$ cat config.mk
export PLATFORM = sky130hd
export DESIGN_NAME = ex_stage_mc
export DESIGN_NICKNAME = d
export VERILOG_FILES = /design/src/rtl/ex_stage_mc.sv
export SDC_FILE = /design/constraint.sdc
export NUM_CORES = 1
export LEC_CHECK = 0
export ABC_CLOCK_PERIOD_IN_PS = 6700
export BUFFER_PORTS_ARGS = -buffer_cell sky130_fd_sc_hd__buf_2
export CAP_MARGIN = 40
export CORE_AREA = 2 2 191 193
export CTS_CLUSTER_SIZE = 14
export DETAILED_ROUTE_END_ITERATION = 10
export DIE_AREA = 0 0 193 195
export GPL_TIMING_DRIVEN = 0
export PLACE_DENSITY = 0.58
export REMOVE_ABC_BUFFERS = 1
export SLEW_MARGIN = 40
export SYNTH_ARGS = -nofsm -noshare
export SYNTH_HDL_FRONTEND = slang
export SYNTH_SLANG_ARGS = --single-unit
$ cat constraint.sdc
create_clock -name clk -period 6.7 [get_ports clk]
set_input_delay 1.675 -clock clk [delete_from_list [all_inputs] [get_ports clk]]
set_output_delay 1.675 -clock clk [all_outputs]
set_load 0.01 [all_outputs]
$ cat src/rtl/ex_stage_mc.sv
// ---------------------------------------------------------------------------
// cpu_defs_pkg / ex_stage_mc
//
// Purpose:
//   Execute stage sitting between ID and MEM. Single-cycle ALU ops and an
//   optional iterative multiplier share one registered output slot. Both
//   sides use valid/ready handshakes, and a flush kills the slot and any
//   multiply in flight.
//
// Configuration macro:
//   EX_MUL_EN  defined   -> OP_MUL runs on the iterative multiplier
//                           (N = XLEN/MUL_BITS_PER_CYCLE busy cycles).
//              undefined -> no multiplier or FSM; OP_MUL completes in one
//                           cycle as an illegal op.
//
// Ports:
//   clk, rst             clock, synchronous active-high reset
//   flush                kill in-flight op and output slot
//   in_valid/in_ready    ID-side handshake
//   rd_in, op_in         destination register and opcode
//   imm_in, rs1_in,
//   rs2_in               immediate and operands (rs2 doubles as store data)
//   out_valid/out_ready  MEM-side handshake
//   rd_out, op_out       registered rd and op
//   alu_result           result or effective address
//   store_data           registered rs2
//   mem_read, mem_write  load/store strobes
//   illegal_op           op was undecodable
// ---------------------------------------------------------------------------

package cpu_defs_pkg;
  localparam logic [3:0] OP_ADD   = 4'h0;
  localparam logic [3:0] OP_ADDI  = 4'h1;
  localparam logic [3:0] OP_SUB   = 4'h2;
  localparam logic [3:0] OP_AND   = 4'h3;
  localparam logic [3:0] OP_OR    = 4'h4;
  localparam logic [3:0] OP_XOR   = 4'h5;
  localparam logic [3:0] OP_SLL   = 4'h6;
  localparam logic [3:0] OP_SRL   = 4'h7;
  localparam logic [3:0] OP_LOAD  = 4'h8;
  localparam logic [3:0] OP_STORE = 4'h9;
  localparam logic [3:0] OP_MUL   = 4'hA;
endpackage

module ex_stage_mc
  import cpu_defs_pkg::*;
#(
  parameter int XLEN               = 32,
  parameter int REG_ADDR_W         = 4,
  parameter int MUL_BITS_PER_CYCLE = 4
) (
  input  logic                  clk,
  input  logic                  rst,
  input  logic                  flush,
  input  logic                  in_valid,
  output logic                  in_ready,
  input  logic [REG_ADDR_W-1:0] rd_in,
  input  logic [3:0]            op_in,
  input  logic [XLEN-1:0]       imm_in,
  input  logic [XLEN-1:0]       rs1_in,
  input  logic [XLEN-1:0]       rs2_in,
  output logic                  out_valid,
  input  logic                  out_ready,
  output logic [REG_ADDR_W-1:0] rd_out,
  output logic [3:0]            op_out,
  output logic [XLEN-1:0]       alu_result,
  output logic [XLEN-1:0]       store_data,
  output logic                  mem_read,
  output logic                  mem_write,
  output logic                  illegal_op
);

  localparam int SHW = $clog2(XLEN);

  // The multiplier walks the operand in equal power-of-two chunks, so a
  // width that does not split evenly is rejected at elaboration.
  if (((XLEN % MUL_BITS_PER_CYCLE) != 0) ||
      ((MUL_BITS_PER_CYCLE & (MUL_BITS_PER_CYCLE - 1)) != 0)) begin : g_badMulBits
    $error("MUL_BITS_PER_CYCLE must be a power of two dividing XLEN");
  end

  logic                  r_outValid;
  logic [REG_ADDR_W-1:0] r_rdOut;
  logic [3:0]            r_opOut;
  logic [XLEN-1:0]       r_aluResult;
  logic [XLEN-1:0]       r_storeData;
  logic                  r_memRead;
  logic                  r_memWrite;
  logic                  r_illegalOp;

  logic [XLEN-1:0]       w_aluResult;
  logic                  w_memRead;
  logic                  w_memWrite;
  logic                  w_illegal;
  logic                  w_slotFree;
  logic                  w_accept;
  logic                  w_loadSingle;

  assign out_valid  = r_outValid;
  assign rd_out     = r_rdOut;
  assign op_out     = r_opOut;
  assign alu_result = r_aluResult;
  assign store_data = r_storeData;
  assign mem_read   = r_memRead;
  assign mem_write  = r_memWrite;
  assign illegal_op = r_illegalOp;

  // The slot can take a new result when empty or when MEM drains it this cycle.
  assign w_slotFree = !r_outValid || out_ready;
  assign w_accept   = in_valid && in_ready;

  // Single-cycle decode. OP_MUL has no entry here: with the multiplier it
  // never takes this path, and without it it must fall into the illegal case.
  always_comb begin
    w_aluResult = '0;
    w_memRead   = 1'b0;
    w_memWrite  = 1'b0;
    w_illegal   = 1'b0;
    case (op_in)
      OP_ADD:   w_aluResult = rs1_in + rs2_in;
      OP_ADDI:  w_aluResult = rs1_in + imm_in;
      OP_SUB:   w_aluResult = rs1_in - rs2_in;
      OP_AND:   w_aluResult = rs1_in & rs2_in;
      OP_OR:    w_aluResult = rs1_in | rs2_in;
      OP_XOR:   w_aluResult = rs1_in ^ rs2_in;
      OP_SLL:   w_aluResult = rs1_in << rs2_in[SHW-1:0];
      OP_SRL:   w_aluResult = rs1_in >> rs2_in[SHW-1:0];
      OP_LOAD: begin
        w_aluResult = rs1_in + imm_in;
        w_memRead   = 1'b1;
      end
      OP_STORE: begin
        w_aluResult = rs1_in + imm_in;
        w_memWrite  = 1'b1;
      end
      default:  w_illegal = 1'b1;
    endcase
  end

`ifdef EX_MUL_EN
  localparam int N     = XLEN / MUL_BITS_PER_CYCLE;
  localparam int CNT_W = (N > 1) ? $clog2(N) : 1;

  typedef enum logic {S_IDLE, S_MUL_BUSY} state_t;

  state_t                r_state;
  state_t                w_nextState;
  logic [XLEN-1:0]       r_mulA;
  logic [XLEN-1:0]       r_mulB;
  logic [XLEN-1:0]       r_mulAcc;
  logic [CNT_W-1:0]      r_mulCount;
  logic                  r_mulDone;
  logic [REG_ADDR_W-1:0] r_mulRd;
  logic [XLEN-1:0]       r_mulRs2;
  logic [XLEN-1:0]       w_partial;
  logic [XLEN-1:0]       w_mulSum;
  logic [XLEN-1:0]       w_mulResult;
  logic                  w_lastIter;
  logic                  w_mulDone;
  logic                  w_mulComplete;
  logic                  w_startMul;

  assign in_ready     = !rst && !flush && (r_state == S_IDLE) && w_slotFree;
  assign w_startMul   = w_accept && (op_in == OP_MUL);
  assign w_loadSingle = w_accept && (op_in != OP_MUL);

  // Partial products for the low chunk of the shifted multiplier; r_mulA is
  // pre-shifted so the chunk lands at the right weight.
  always_comb begin
    w_partial = '0;
    for (int i = 0; i < MUL_BITS_PER_CYCLE; i++) begin
      if (r_mulB[i]) w_partial = w_partial + (r_mulA << i);
    end
  end

  // The final chunk is folded in on the completing edge itself so the result
  // reaches the slot N cycles after accept. Once stalled, the accumulator
  // already holds the full product and iteration stops.
  assign w_mulSum      = r_mulAcc + w_partial;
  assign w_lastIter    = (r_mulCount == CNT_W'(N - 1));
  assign w_mulDone     = (r_state == S_MUL_BUSY) && (r_mulDone || w_lastIter);
  assign w_mulResult   = r_mulDone ? r_mulAcc : w_mulSum;
  assign w_mulComplete = w_mulDone && w_slotFree && !flush;

  // FSM state register.
  always_ff @(posedge clk) begin
    if (rst) r_state <= S_IDLE;
    else     r_state <= w_nextState;
  end

  // FSM next state; flush overrides everything else.
  always_comb begin
    w_nextState = r_state;
    case (r_state)
      S_IDLE:     if (w_startMul)    w_nextState = S_MUL_BUSY;
      S_MUL_BUSY: if (w_mulComplete) w_nextState = S_IDLE;
      default:    w_nextState = S_IDLE;
    endcase
    if (flush) w_nextState = S_IDLE;
  end

  // Multiplier datapath: latch operands on accept, then retire one chunk per
  // busy cycle until the last chunk has been added.
  always_ff @(posedge clk) begin
    if (rst) begin
      r_mulA     <= '0;
      r_mulB     <= '0;
      r_mulAcc   <= '0;
      r_mulCount <= '0;
      r_mulDone  <= 1'b0;
      r_mulRd    <= '0;
      r_mulRs2   <= '0;
    end else if (flush) begin
      r_mulCount <= '0;
      r_mulDone  <= 1'b0;
    end else if (w_startMul) begin
      r_mulA     <= rs1_in;
      r_mulB     <= rs2_in;
      r_mulAcc   <= '0;
      r_mulCount <= '0;
      r_mulDone  <= 1'b0;
      r_mulRd    <= rd_in;
      r_mulRs2   <= rs2_in;
    end else if ((r_state == S_MUL_BUSY) && !r_mulDone) begin
      r_mulAcc <= w_mulSum;
      r_mulA   <= r_mulA << MUL_BITS_PER_CYCLE;
      r_mulB   <= r_mulB >> MUL_BITS_PER_CYCLE;
      if (w_lastIter) r_mulDone  <= 1'b1;
      else            r_mulCount <= r_mulCount + CNT_W'(1);
    end
  end
`else
  assign in_ready     = !rst && !flush && w_slotFree;
  assign w_loadSingle = w_accept;
`endif

  // Output slot. Priority: reset, flush, new load, drain. A drain with a
  // simultaneous load just replaces the contents so back-to-back ops flow
  // at one per cycle; with no drain and no load everything holds.
  always_ff @(posedge clk) begin
    if (rst) begin
      r_outValid  <= 1'b0;
      r_rdOut     <= '0;
      r_opOut     <= '0;
      r_aluResult <= '0;
      r_storeData <= '0;
      r_memRead   <= 1'b0;
      r_memWrite  <= 1'b0;
      r_illegalOp <= 1'b0;
    end else if (flush) begin
      r_outValid <= 1'b0;
    end else if (w_loadSingle) begin
      r_outValid  <= 1'b1;
      r_rdOut     <= rd_in;
      r_opOut     <= op_in;
      r_aluResult <= w_aluResult;
      r_storeData <= rs2_in;
      r_memRead   <= w_memRead;
      r_memWrite  <= w_memWrite;
      r_illegalOp <= w_illegal;
`ifdef EX_MUL_EN
    end else if (w_mulComplete) begin
      r_outValid  <= 1'b1;
      r_rdOut     <= r_mulRd;
      r_opOut     <= OP_MUL;
      r_aluResult <= w_mulResult;
      r_storeData <= r_mulRs2;
      r_memRead   <= 1'b0;
      r_memWrite  <= 1'b0;
      r_illegalOp <= 1'b0;
`endif
    end else if (out_ready) begin
      r_outValid <= 1'b0;
    end
  end

endmodule
======== Word-level counts from Yosys, hierarchy flattened ========
Index checks and enable logic that the tools add are counted.
W data, S select, Z words.
operators by class
  mux-type cells .......................... 6
  shift-type cells ........................ 2
  bitwise logic cells ..................... 4
  equal/unequal tests ..................... 9
  add/subtract/negate cells ............... 3
  reduce and logical (&&, ||, !) cells .... 13
operators by type and width
  operator              count
  $pmux W32 S8          1
  $add A32 B32 Y32      2
  $and A32 B32 Y32      1
  $or A32 B32 Y32       1
  $shl A32 B5 Y32       1
  $shr A32 B5 Y32       1
  $sub A32 B32 Y32      1
  $xor A32 B32 Y32      1
  $eq A4 B3 Y1 const B  4
  $reduce_or A10 Y1     1
  $eq A4 B2 Y1 const B  2
  $eq A4 B4 Y1 const B  2
  $mux W1               5
  $eq A4 B1 Y1 const B  1
  $logic_not A4 Y1      1
  $logic_and A1 B1 Y1   3
  $logic_not A1 Y1      3
  $reduce_or A3 Y1      1
  $reduce_and A2 Y1     1
  $reduce_bool A2 Y1    1
  $reduce_or A2 Y1      1
  $logic_or A1 B1 Y1    1
  $not A1 Y1            1
word-level totals
  register bits ........................... 76
  logic and storage cells ................. 45
  input bits .............................. 109

======== Logic depth before layout (Yosys ltp) ========
  depth in word-level cells ............... 5
  depth in mapped cells ................... 23

======== Worst setup path before layout ========
Ideal clock, no wire load.
  path type ............................... input to register
  from .................................... input rs2_in[0]
  to ...................................... register r_aluResult[29] (netlist: alu_result[29])
  path slack .............................. 819 ps
  required time ........................... 6563 ps
  arrival ................................. 5743 ps
  stages .................................. 22
  path through ............................ buf_6 -> buf_4 -> inv_1 -> buf_2 -> buf_2 -> ha_1 -> and2_1 -> nand4_1 -> nor4_4 -> nand2_1 -> nor2_1 -> nor3_1 -> a221o_1 -> ha_1 -> clkbuf_1 -> and3_1 -> and2_1 -> nand3_1 -> o311ai_1 -> xor2_1 -> a2111oi_0 -> a211oi_1
on the way
  cells in the longest elaborated chain, start to end .. 2
  elaborated cells on any way between the ends .. 5
ends and longest elaborated chain
  what                                      RTL line  RTL
  start, declared                           61        input logic [XLEN-1:0] rs2_in,
  $sub A32 B32 Y32 (tied with other cells)  122       OP_SUB: w_aluResult = rs1_in - rs2_in;
  $pmux W32 S8 *                            119       case (op_in)
  end signal, assigned                      256       r_aluResult <= w_aluResult;
  end, declared                             85        logic [XLEN-1:0] r_aluResult;
Every way passes the cells marked *; elsewhere a longest branch is shown, timed or not.
A chain may end at the register's enable or synchronous reset.

======== Final worst setup path ========
Ends and elaborated chain as after synthesis.

==> flow_summary_export.csv <==
group,metric,value,unit
critical_path,critPathArrivalTime,6.67,ns
synth,synthAdderAreaFrac,0.125,
global_routing,grt_max_degree,64,
place,place_ws,-0.356,ns
synth,synth_top_area_frac,0.144,
floorplan,die_area,37600,um2
pwr,finalPower,1800,uW
cts,clock-sinks,76,
global_routing,first_global_vias,11600,
critical_path,crit_top_cell,"ha_1",
timing,worst_slew_pin_slew,0.885,ns
critical_path,cp_cell_sequence,"buf_6, buf_16, inv_4, ha_1, and2_1, nand4_1, nor4_4, buf_4, nand2_1, nor2_1, nor3_1, a221o_1, ha_1, a21o_1, a21oi_1, nor2b_1, o41ai_1, o311ai_2, xor2_1, a2111oi_1, a211oi_1",
finish,area_growth,16.2,%
critical_path,slowest_delay,0.50,ns
timing,max_freq,155,MHz
finish,final_nets,1747,
synth,syn_area,10600,um2
global_routing,grt_pass1_wl,73900,um
synth,synth_compound_area_frac,0.300,
routing,drc,0,
cts,clk_latency,0.36,ns
routing,vias,12100,
pwr,switching_share,0.425,
timing,fin_crit_sh,0.962,
routing,viasPerCell,6.07,
routing,wl_per_cell,24.6,um
global_routing,antenna_found_initial,0,
synth,synth_mux_area_frac,0.142,
floorplan,io_pins,186,
finish,final_cells,1997,
synth,yosys_warnings,0,
cts,cts_tree,"yes",
pwr,p_clk_frac,0.269,
pwr,p_per_area,147,nW/um2
routing,drtIter0Drc,1113,
synth,yosysSeqAreaShare,0.144,
critical_path,startpoint_type,"input pin",
pwr,irDropWorstVdd,0.0957,mV
critical_path,path_class,"input pin to flip-flop",
finish,num_antenna_cells,0,
synth,synth_xor_xnor_area_share,0.0199,
floorplan,die_x,193,um
synth,ys_ff_latch,76,
timing,slew_viol_final,0,
cts,cts_root_buf,"clkbuf_16",
cts,cts_made_buffers,9,
synth,synth_largest_area_cell,"dfxtp_1",
finish,fillers,3819,
place,dpl.cell_count,1980,
timing,fin_skew,0.00557,ns
routing,dr.pass1.iters,6,
cts,htreeDepth,3,
cts,clk_pin_slew,0.07,ns
routing,wirelength,49100,um
pwr,p_leak,0.00524,uW
synth,syn_avg_cell_area,7.45,um2
timing,period_needed,6.45,ns
critical_path,endpoint_kind,"flip-flop",
floorplan,start_util,0.299,
cts,clock_path_buffers,2,
cts,cts_hold_buf,0,
critical_path,cp_slowest_cell,"a2111oi_1",
routing,drt-met1-wl,21300,um
status,outcome,"complete, no violations",
place,io_buffers,185,
global_routing,grt_usage,0.260,
place,finalWeightedCongestion,0.965,
pwr,combPwrFrac,0.468,
job,drv_cap,0,
pwr,p_int,1040,uW
synth,synth.distinct_cells,81,
synth,synthSimpleGateAreaFrac,0.193,
finish,drive_above_1_share,0.208,
timing,hold_viol_final,0,
synth,ys_async_sr_fraction,0,
worst_hold_path,min_path_type,"flip-flop to flip-flop",
floorplan,die_y,195,um
global_routing,gr-total-overflow,0,
timing,layout_setup_ws,0.255,ns
timing,relSlewSlack,0.410,
routing,routed-wl-met3,3850,um
pwr,seqPwrFrac,0.262,
synth,synth_edf_count,0,
synth,synth_flop_cell,"dfxtp_1",
floorplan,core,35400,um2
pwr,p_sw,766,uW
floorplan,rows,69,
synth,synth_top_family_by_area,"compound AO/OA/AOI/OAI gates",
synth,synth_area_leaders,"dfxtp_1 (14%), ha_1 (12%), mux4_2 (8.9%)",
critical_path,cp_max_fo,55,
timing,holdWs,0.447,ns
synth,synth_cells,1419,
timing,setup_viol,0,
routing,wl_met2,22200,um
critical_path,worstPathRequired,6.92,ns
place,dpl.hpwl,36900,um
routing,postRouteAntennaNets,0,
routing,top_layer,"met4",
-- path summary, 6_finish.rpt --
check / startpoint / endpoint / slack, ns / cells past startpoint
max: rs2_in[0] / alu_result[29] / 0.25 / 21
min reg2reg: alu_result[1] / alu_result[1] / 0.45 / 2
max reg2reg: out_valid / alu_result[19] / 3.51 / 8
min: alu_result[1] / alu_result[1] / 0.45 / 2
-- logic make-up after synthesis --
kind of cell / Yosys count
adder cells (fa/ha/maj): 105
AND/OR/NAND/NOR: 457
multiplexers: 96
flip-flops: 76
buffers and inverters: 183
XOR/XNOR: 24
AO/OA/AOI/OAI: 478
-- worst max-delay path: cells and delay by family --
kind,cells,cell delay (ns)
adders and majority gates,2,0.63
xor gates and xnor gates,1,0.18
AOI/OAI and AO/OA,7,1.78
and+or+nand+nor,7,1.42
buffers and inverters,4,0.89
-- layout make-up --
cell class              instances  area [um2]  area share
clock buffers                  10         239      0.0194
clock inverters                 4        26.3     0.00214
inverters                      76         290      0.0236
multi-input cells            1160        8330       0.678
flip-flops and latches         76        1520       0.124
well taps                     461         577      0.0469
repair buffers                210        1310       0.106
-- routing by layer --
metal  up-vias  global-route usage
met3        99              0.0460
met5         -                   0
li1       5494                   -
met1      5940               0.360
met2       584               0.403
met4         0              0.0960
-- state kept, by name (all words and copies together), names as in the netlist --
signal      flops
rd_out          4
alu_result     32
mem_write       1
store_data     32
illegal_op      1
mem_read        1
out_valid       1
op_out          4
-- placed cells by master (no fill, tap or decap), drive strengths merged, types with 10 or more instances in the layout --
cell type / count
a211oi: 30
a21oi: 147
o21ai: 91
mux2: 13
nand2: 203
inv: 76
nor2: 122
a22oi: 17
dfxtp: 76
a221o: 16
and2: 15
mux2i: 41
nor3: 46
a21o: 23
mux4: 42
o22ai: 18
xnor2: 13
a221oi: 25
o211ai: 31
buf: 210
ha: 104
nand3: 20
xor2: 11
clkbuf: 10
-- synth_stat cells, drive strengths merged (20+ instances only) --
library cell  count
a211oi           30
a21o             23
a21oi           147
a221oi           25
buf              46
clkbuf           61
dfxtp            76
ha              104
inv              75
mux2i            41
mux4             42
nand2           203
nand3            20
nor2            122
nor3             46
o211ai           31
o21ai            91
-- power groups by stage --
stage                     logic, uW  registers (uW)  clock network, uW
after floorplan                 466             489                  0
after global placement          794             483                  0
after detailed placement        820             483                  0
after CTS                       824             473                496
after global routing            912             474                517
final                           844             473                486
-- repair_timing --
action                                  CTS  global route
endpoints found under the setup margin    0             9
setup buffers                             0             1
resized for setup                         0             7
-- metrics by stage --
step	setup TNS, ns	utilization	cell area, um2
4_1_cts	0	0.345	12200
6_report	0	0.347	12300
2_1_floorplan	0	-	10100
3_5_place_dp	-1.85	0.338	12000
5_1_grt	-0.0161	0.347	12300
3_3_place_gp	-60.60	0.327	11600
Power figures use the tool's default switching activity.
